===== src/rtl/rom_burst.sv =====
// rtl/rom_burst.sv - burst-capable multi-byte read-only memory with modulo address wrap
module rom_burst #(
    parameter int size_addr   = 8,
    parameter int size        = 128,
    parameter int width_bytes = 2,
    parameter int size_len    = 3,
    parameter logic [size*8-1:0] data_init = '0
) (
    input  logic                     clk,
    input  logic                     rst_n,
    input  logic                     read,
    input  logic [size_addr-1:0]     address,
    input  logic [size_len-1:0]      len,
    input  logic                     stall,
    output logic                     busy,
    output logic                     ready,
    output logic                     last,
    output logic [width_bytes*8-1:0] data,
    output logic                     error
);

    localparam int word_bits = width_bytes * 8;

    typedef enum logic {
        IDLE,
        READ
    } state_t;

    state_t              state;
    logic [size_addr-1:0] ptr;
    logic [size_len-1:0]  count;

    logic consume;
    logic final_beat;
    logic accept;
    logic addr_ok;

    // Assemble a little-endian word; every byte wraps independently so a word
    // may straddle the top of the image and continue at byte 0.
    function automatic logic [word_bits-1:0] word_at(input logic [size_addr-1:0] base);
        logic [word_bits-1:0] w;
        int idx;
        w = '0;
        for (int k = 0; k < width_bytes; k++) begin
            idx = (int'(base) + k) % size;
            w[8*k +: 8] = data_init[8*idx +: 8];
        end
        return w;
    endfunction

    // Start address of the following word, wrapped modulo the image size.
    function automatic logic [size_addr-1:0] next_ptr(input logic [size_addr-1:0] base);
        return size_addr'((int'(base) + width_bytes) % size);
    endfunction

    // Handshake decode: a beat leaves when presented and not stalled; a new
    // burst is taken when idle or exactly as the final beat leaves.
    always_comb begin
        consume    = ready && !stall;
        final_beat = consume && (count == '0);
        accept     = read && ((state == IDLE) || final_beat);
        addr_ok    = (int'(address) < size);
    end

    // Burst sequencer with registered outputs; a rejected start address
    // produces a one-cycle error and leaves the memory idle.
    always_ff @(posedge clk or negedge rst_n) begin
        if (!rst_n) begin
            state <= IDLE;
            ptr   <= '0;
            count <= '0;
            busy  <= 1'b0;
            ready <= 1'b0;
            last  <= 1'b0;
            data  <= '0;
            error <= 1'b0;
        end else begin
            error <= 1'b0;
            if (accept) begin
                if (addr_ok) begin
                    state <= READ;
                    busy  <= 1'b1;
                    ready <= 1'b1;
                    data  <= word_at(address);
                    ptr   <= next_ptr(address);
                    count <= len;
                    last  <= (len == '0);
                end else begin
                    state <= IDLE;
                    busy  <= 1'b0;
                    ready <= 1'b0;
                    last  <= 1'b0;
                    error <= 1'b1;
                end
            end else if (consume) begin
                if (count != '0) begin
                    data  <= word_at(ptr);
                    ptr   <= next_ptr(ptr);
                    count <= count - size_len'(1);
                    last  <= (count == size_len'(1));
                end else begin
                    state <= IDLE;
                    busy  <= 1'b0;
                    ready <= 1'b0;
                    last  <= 1'b0;
                end
            end
        end
    end

endmodule

===== config.mk =====
export PLATFORM = sky130hd
export DESIGN_NAME = rom_burst
export DESIGN_NICKNAME = d
export VERILOG_FILES = /design/src/rtl/rom_burst.sv
export SDC_FILE = /design/constraint.sdc
export NUM_CORES = 1
export LEC_CHECK = 0
export ABC_AREA = 1
export CAP_MARGIN = 15
export CORE_MARGIN = 5
export CORE_UTILIZATION = 37
export DETAILED_ROUTE_END_ITERATION = 12
export PLACE_DENSITY = 0.82
export SYNTH_ARGS = -nofsm -noshare
export SYNTH_HDL_FRONTEND = slang
export SYNTH_SLANG_ARGS = --single-unit

===== constraint.sdc =====
create_clock -name clk -period 3.1 [get_ports clk]
set_clock_uncertainty 0.1 [all_clocks]
set_input_delay 0.93 -clock clk [delete_from_list [all_inputs] [get_ports clk]]
set_output_delay 0.93 -clock clk [all_outputs]
set_load 0.05 [all_outputs]

Yosys cells after proc, flatten, opt, wreduce, memory -nomap -nowiden
Index checks and enable logic that the tools add are counted.

operators by class
  order comparisons = 1
  shifts and indexed selects = 4
  $add $sub $neg = 5
  multipliers = 0
  reductions and logical operators = 14
  div/mod/pow operators = 0
  equality and inequality tests = 3
  multiplexer cells = 22
  bitwise logic cells = 3

operators by type and width
  operator                                                       count
  variable part select 1024 x 11 -> 8 bit, first input constant  4
  two-way mux 16 bit                                             4
  two-way mux 7 bit                                              4
  adder 7 x 1 -> 7 bit, second input constant                    2
  adder 7 x 2 -> 7 bit, second input constant                    2
  OR reduction 7 bit                                             2
  two-way mux 3 bit                                              4
  two-way mux 1 bit                                              10
  less-than comparator 8 bit, second input constant              1
  zero test 3 bit                                                2
  nonzero test 2 bit                                             2
  == test 3 x 1 -> 1 bit, second input constant                  1
  logical AND 1 bit                                              3
  AND reduction 3 bit                                            1
  nonzero test 3 bit                                             1
  subtractor 3 x 1 -> 3 bit, second input constant               1
  AND 1 bit, first input constant                                2
  inequality test 2 x 1 -> 1 bit, second input constant          1
  inequality test 2 bit, second input constant                   1
  AND reduction 2 bit                                            1
  zero test 1 bit                                                1
  logical OR 1 bit                                               1
  inverter 1 bit                                                 1

storage, ports and cells
  word-level logic and storage cells = 58
  bits in registers = 29
  memory bits (writable) = 0
  bits in read-only memories = 0
  output and inout port bits = 20
  bits of input ports = 15
  bits in latches = 0
  memories = 0

Logic depth before layout (Yosys ltp)
Gate-level depths: netlist of run 1.

  depth in word-level cells = 7
  gate-level depth with buffers = 9

Least setup slack after synthesis of run 1
OpenSTA, ideal clock, no wires.

  path type = flip-flop to output port
  from = register, netlist name state
  to = output ready
  data arrival time = 1,008 ps
  cell stages (with the launch flop) = 2
  path slack = 1,062 ps
  required time = 2,070 ps
  path buffers = 1
  cell sequence = dfrtp_1 buf_4

RTL lines
  element        line  text
  end, declared  16    output logic ready,

==> results of run 1 <==
worst min path at each step:
stage	slack, ps	startpoint	endpoint
after floorplan	350	count[1]	count[1]
after global placement	370	count[1]	count[1]
after detailed placement	380	count[1]	count[1]
after CTS	390	count[1]	count[1]
after global routing	440	count[1]	count[1]
final	400	count[1]	count[1]
through the flow:
| step | hold WS (ps) | setup slack [ps] | cells | utilization (%) | cell area, um2 |
|---|---|---|---|---|---|
| 5_1_grt | 439 | 461 | 99 | 46.2 | 624 |
| 3_5_place_dp | 380 | 764 | 96 | 44.6 | 602 |
| 3_3_place_gp | 368 | 769 | 96 | 44.6 | 602 |
| 4_1_cts | 393 | 497 | 99 | 46.2 | 624 |
| 2_1_floorplan | 349 | 1060 | 87 | - | 601 |
| 6_report | 396 | 507 | 99 | 46.2 | 624 |
cell usage after synthesis:
cell type | number | share of area [%]
inv_1 | 7 | 4.8
nand3_1 | 8 | 7.4
nand3_2 | 1 | 1.8
nand4_1 | 1 | 1.2
nand3b_1 | 1 | 1.4
conb_1 | 1 | 0.69
dfrtp_1 | 6 | 28
nand2_4 | 2 | 4.1
xor2_1 | 1 | 1.6
o21ai_2 | 1 | 1.6
ha_1 | 3 | 6.9
buf_4 | 17 | 23
nand2_1 | 18 | 12
nand2_2 | 3 | 3.4
nor2_1 | 1 | 0.69
nor3_1 | 1 | 0.92
layer usage:
| layer | routed length (um) | vias up |
|---|---|---|
| met5 | 0 | - |
| met4 | 32 | 0 |
| met3 | 73 | 3 |
| met2 | 459 | 18 |
| met1 | 410 | 179 |
| li1 | - | 216 |
logic make-up (layout without fill, tap and decap cells):
family / after synthesis / after routing
compound gates: 1 / 1
xor+xnor: 1 / 1
fa+ha+maj: 3 / 3
buf+inv: 24 / 21
flops: 6 / 6
other cells: 1 / 16
simple gates: 36 / 36
power breakdown:
| part | switching [mW] | internal [mW] | total (mW) |
|---|---|---|---|
| sequential | 0.0333 | 0.114 | 0.147 |
| clock | 0.0256 | 0.0436 | 0.0692 |
| combinational | 0.282 | 0.133 | 0.415 |
registers in the layout, summed over array words and instances (netlist names):
register / count
count: 3
error: 1
last: 1
state: 1
final cells by class:
cell class / count / share of cell area, %
Inverter: 7 / 4.21
Sequential cell: 6 / 24.0
Timing Repair Buffer: 11 / 17.6
Clock buffer: 3 / 3.61
Tap cell: 15 / 3.01
Multi-Input combinational cell: 57 / 47.5
==> metrics, run 1 <==
M3 GR Usage=3.06%; Final Critical Period=2590 ps; GPL Wtd Cong=0.806; CTS Sinks=6; multi-input combinational cell area=297 um2; Crit path largest cell delay=850 ps; worst r2r path cells=9; Seq/Total Area, Yosys=27.6%; fillers=135; Final period util=83.7%; CTS Buffer Depth=2; vias in the first global route=399; syn avg cell area=7.56 um2; RSZ-0062 raised after global routing=no; Final Hold Viols=0; Pwr Total=0.632 mW; final setup fails=0; busiest grt layer=met2; Slowest cell on crit path=clkdlybuf4s50_1; critical-path maximum fanout=5; R2R Path End=count[0]; largest net degree at the start of global routing=8; vias=416; Ys Warns=0; Post-CTS Setup Bufs=0; Syn-to-layout area delta=14.7%; WP data arrival=1560 ps; Startpoint Class=register; depth of the CTS H-tree=1; setup tns final=0 ps; first-iteration detailed-routing DRC count=5; cell row count=13; multiplexer share of the synthesized area=0%; All-Layer GR Usage=8.96%; Initial Util=40.3%; #FFs+latches synth=6; Worst Hold Class=reg2reg; DRC=0; GR Overflow Total=0; Cell Area, Synth=544 um2; Buf/Inv on CP=1; reg2reg start=count[0]; share of cells above drive strength 1=11.9%; post_cts resized=0; timing endpoint of the critical path=ready; WL/cell=9.86 um; Worst path top cell family by delay=buffers and inverters; outcome=finished, final reports clean; TritonRoute pass-1 iters=4; ANT cells=0; hpwl dp=850 um; relative slew slack=65.2%; port buffer count=11; Synth Area in XOR/XNOR=1.61%; clock transition at the registers of the reported paths=40 ps; CTS root buf=clkbuf_4; Max IR drop VDD=0.534 mV; met2 Track Usage GR=13.0%; DIE HEIGHT=48.4 um; worst-path cell chain=clkdlybuf4s50_1; Top Ports=35; compound-cell area share of the yosys netlist=1.61%; Mapped Cells=72; most frequent cells in the layout=nand2_1 (18), conb_1 (16), clkdlybuf4s50_1 (11); Critical Path RT=2070 ps; main combinational cell family by area after synthesis=simple AND/OR/NAND/NOR gates; Nets=104; hold_buf cts=0; drt via density=4.20; TritonCTS buffer count=3; Crit. Startpoint=state; adder-cell share of the synthesized area=6.90%; commonest non-fill, non-tap cell in the layout=nand2_1; Stages on worst setup path=1; Worst Hold Path Cells=2; Setup crit end kind=output pin; post-route ant nets=0; die width=48.4 um; Worst Max-Slew Pin Slew=520 ps; die footprint=2340 um2; first-pass GRT wire length=1630 um; flop2flop setup slack=1580 ps; Distinct cells, synth=16; total wire length=976 um; pwr dens=1010 nW/um2; simple-gate share of the synthesized area=33.3%; clock latency at the later pin of the worst-skew pair=240 ps; core area=1350 um2; CP Class=reg2out; FF/Latch Area=150 um2; Leakage=0.352 nW; M1 GR Usage=10.0%; Final Slew Violations=0; f_max=0.386 GHz; max_cap viols=0; initial antenna violation count=0; CTS tree=built
No activity file was read; power rests on OpenSTA's default activity.
==> inputs of run 2 (changes only) <==
--- a/config.mk
+++ b/config.mk
@@ -8,9 +8,9 @@
 export ABC_AREA = 1
 export CAP_MARGIN = 15
 export CORE_MARGIN = 5
-export CORE_UTILIZATION = 37
+export CORE_UTILIZATION = 35
 export DETAILED_ROUTE_END_ITERATION = 12
-export PLACE_DENSITY = 0.82
+export PLACE_DENSITY = 0.78
 export SYNTH_ARGS = -nofsm -noshare
 export SYNTH_HDL_FRONTEND = slang
 export SYNTH_SLANG_ARGS = --single-unit
==> constraint.sdc (replaced) <==
create_clock -name clk -period 2.4 [get_ports clk]
set_clock_uncertainty 0.1 [all_clocks]
set_input_delay 0.72 -clock clk [delete_from_list [all_inputs] [get_ports clk]]
set_output_delay 0.72 -clock clk [all_outputs]
set_load 0.05 [all_outputs]
==> metrics, run 2 (synthesis results as in run 1) <==
hpwl dp=806 um; CTS Buffer Depth=2; R2R Path End=count[1]; multi-input combinational cell area=297 um2; Final Critical Period=2200 ps; Crit path largest cell delay=800 ps; port buffer count=11; most frequent cells in the layout=nand2_1 (18), conb_1 (16), clkdlybuf4s50_1 (9); Worst Max-Slew Pin Slew=495 ps; relative slew slack=66.9%; Worst Hold Class=reg2reg; CTS root buf=clkbuf_4; clock transition at the registers of the reported paths=40 ps; initial antenna violation count=0; CP Class=reg2out; drt via density=4.12; CTS Sinks=6; FF/Latch Area=150 um2; Pwr Total=0.798 mW; WP data arrival=1380 ps; ANT cells=0; post-route ant nets=0; vias=412; CTS tree=built; Initial Util=36.6%; die width=49.4 um; max_cap viols=0; Worst Hold Path Cells=2; Nets=104; GR Overflow Total=0; first-iteration detailed-routing DRC count=11; worst r2r path cells=9; Stages on worst setup path=1; Critical Path RT=1580 ps; largest net degree at the start of global routing=8; Hold EP=count[1]; fillers=155; final setup fails=0; Buf/Inv on CP=1; setup tns final=0 ps; Max IR drop VDD=0.462 mV; Worst path top cell family by delay=buffers and inverters; first-pass GRT wire length=1440 um; Final Hold Viols=0; Syn-to-layout area delta=14.0%; f_max=0.454 GHz; core area=1490 um2; All-Layer GR Usage=7.63%; Post-CTS Setup Bufs=0; outcome=finished, final reports clean; Top Ports=35; Startpoint Class=register; DIE HEIGHT=49.4 um; share of cells above drive strength 1=14.3%; Final period util=91.8%; commonest non-fill, non-tap cell in the layout=nand2_1; max FFs per register=3; post_cts resized=0; clock latency at the later pin of the worst-skew pair=240 ps; worst-path cell chain=clkdlybuf4s50_1; flop2flop setup slack=860 ps; Final Slew Violations=0; min-delay src=count[1]; RSZ-0062 raised after global routing=no; TritonCTS buffer count=3; hold_buf cts=0; pwr dens=1290 nW/um2; critical-path maximum fanout=2; DRC=0; final worst slack=196 ps; worst slack, placed=316 ps; TritonRoute pass-1 iters=4; Top reg by flops=count; die footprint=2440 um2; WL/cell=8.99 um; GPL Wtd Cong=0.699; Slowest cell on crit path=clkdlybuf4s50_1; vias in the first global route=369; reg2reg start=count[0]; depth of the CTS H-tree=1; Leakage=0.353 nW; total wire length=899 um; Setup crit end kind=output pin; cell row count=14
run 2: worst max-delay path by stage:
stage / from / to / slack [ps]
3_3_place_gp: read / last / 330
2_1_floorplan: state / ready / 570
3_5_place_dp: read / last / 320
4_1_cts: last / last / 180
5_1_grt: last / last / 170
6_report: last / last / 200
run 2: layer usage:
metal  share of wire (%)  vias to the layer above  global-route usage, %  wire (um)
met3                 8.6                        2                   1.22         77
met5                   0                        -                      0          0
li1                    -                      215                      -          -
met4                 1.7                        0                   5.24         15
met1                  38                      180                   8.40        338
met2                  52                       15                   13.1        467
run 2: where the power goes:
group          internal (mW)  switching [mW]
Combinational          0.166           0.357
Clock                 0.0561          0.0300
Sequential             0.147          0.0414
Total                  0.369           0.428
run 2: worst reg2reg max path, stage by stage, from the launching register on:
cell	delay, ps
dfrtp_1	390
inv_1	110
ha_1	200
nand3_2	100
nand2_4	110
nand3_1	110
nand2_2	120
nand2_2	70
nand2_1	60
nand2_1	50
run 2: stage by stage:
step	cells	util [%]	cell area (um2)	hold WS, ps
final	100	41.7	621	384
after global routing	100	41.7	621	440
after CTS	100	41.7	621	386
after detailed placement	97	40.2	598	377
after global placement	97	40.2	598	369
after floorplan	87	-	601	324
run 2: area by class of cell:
type / instances / share of cell area (%)
repair buffers: 11 / 16.9
flip-flops and latches: 6 / 24.2
clock buffers: 3 / 3.63
inverters: 7 / 4.23
well taps: 16 / 3.23
multi-input cells: 57 / 47.8
==> inputs of run 3 (changes only) <==
--- a/config.mk
+++ b/config.mk
@@ -11,6 +11,7 @@
 export CORE_UTILIZATION = 35
 export DETAILED_ROUTE_END_ITERATION = 12
 export PLACE_DENSITY = 0.78
+export SKIP_LAST_GASP = 1
 export SYNTH_ARGS = -nofsm -noshare
 export SYNTH_HDL_FRONTEND = slang
 export SYNTH_SLANG_ARGS = --single-unit
==> results of run 3 <==
No change in the layout: final DEF, timing and power equal those of run 2.
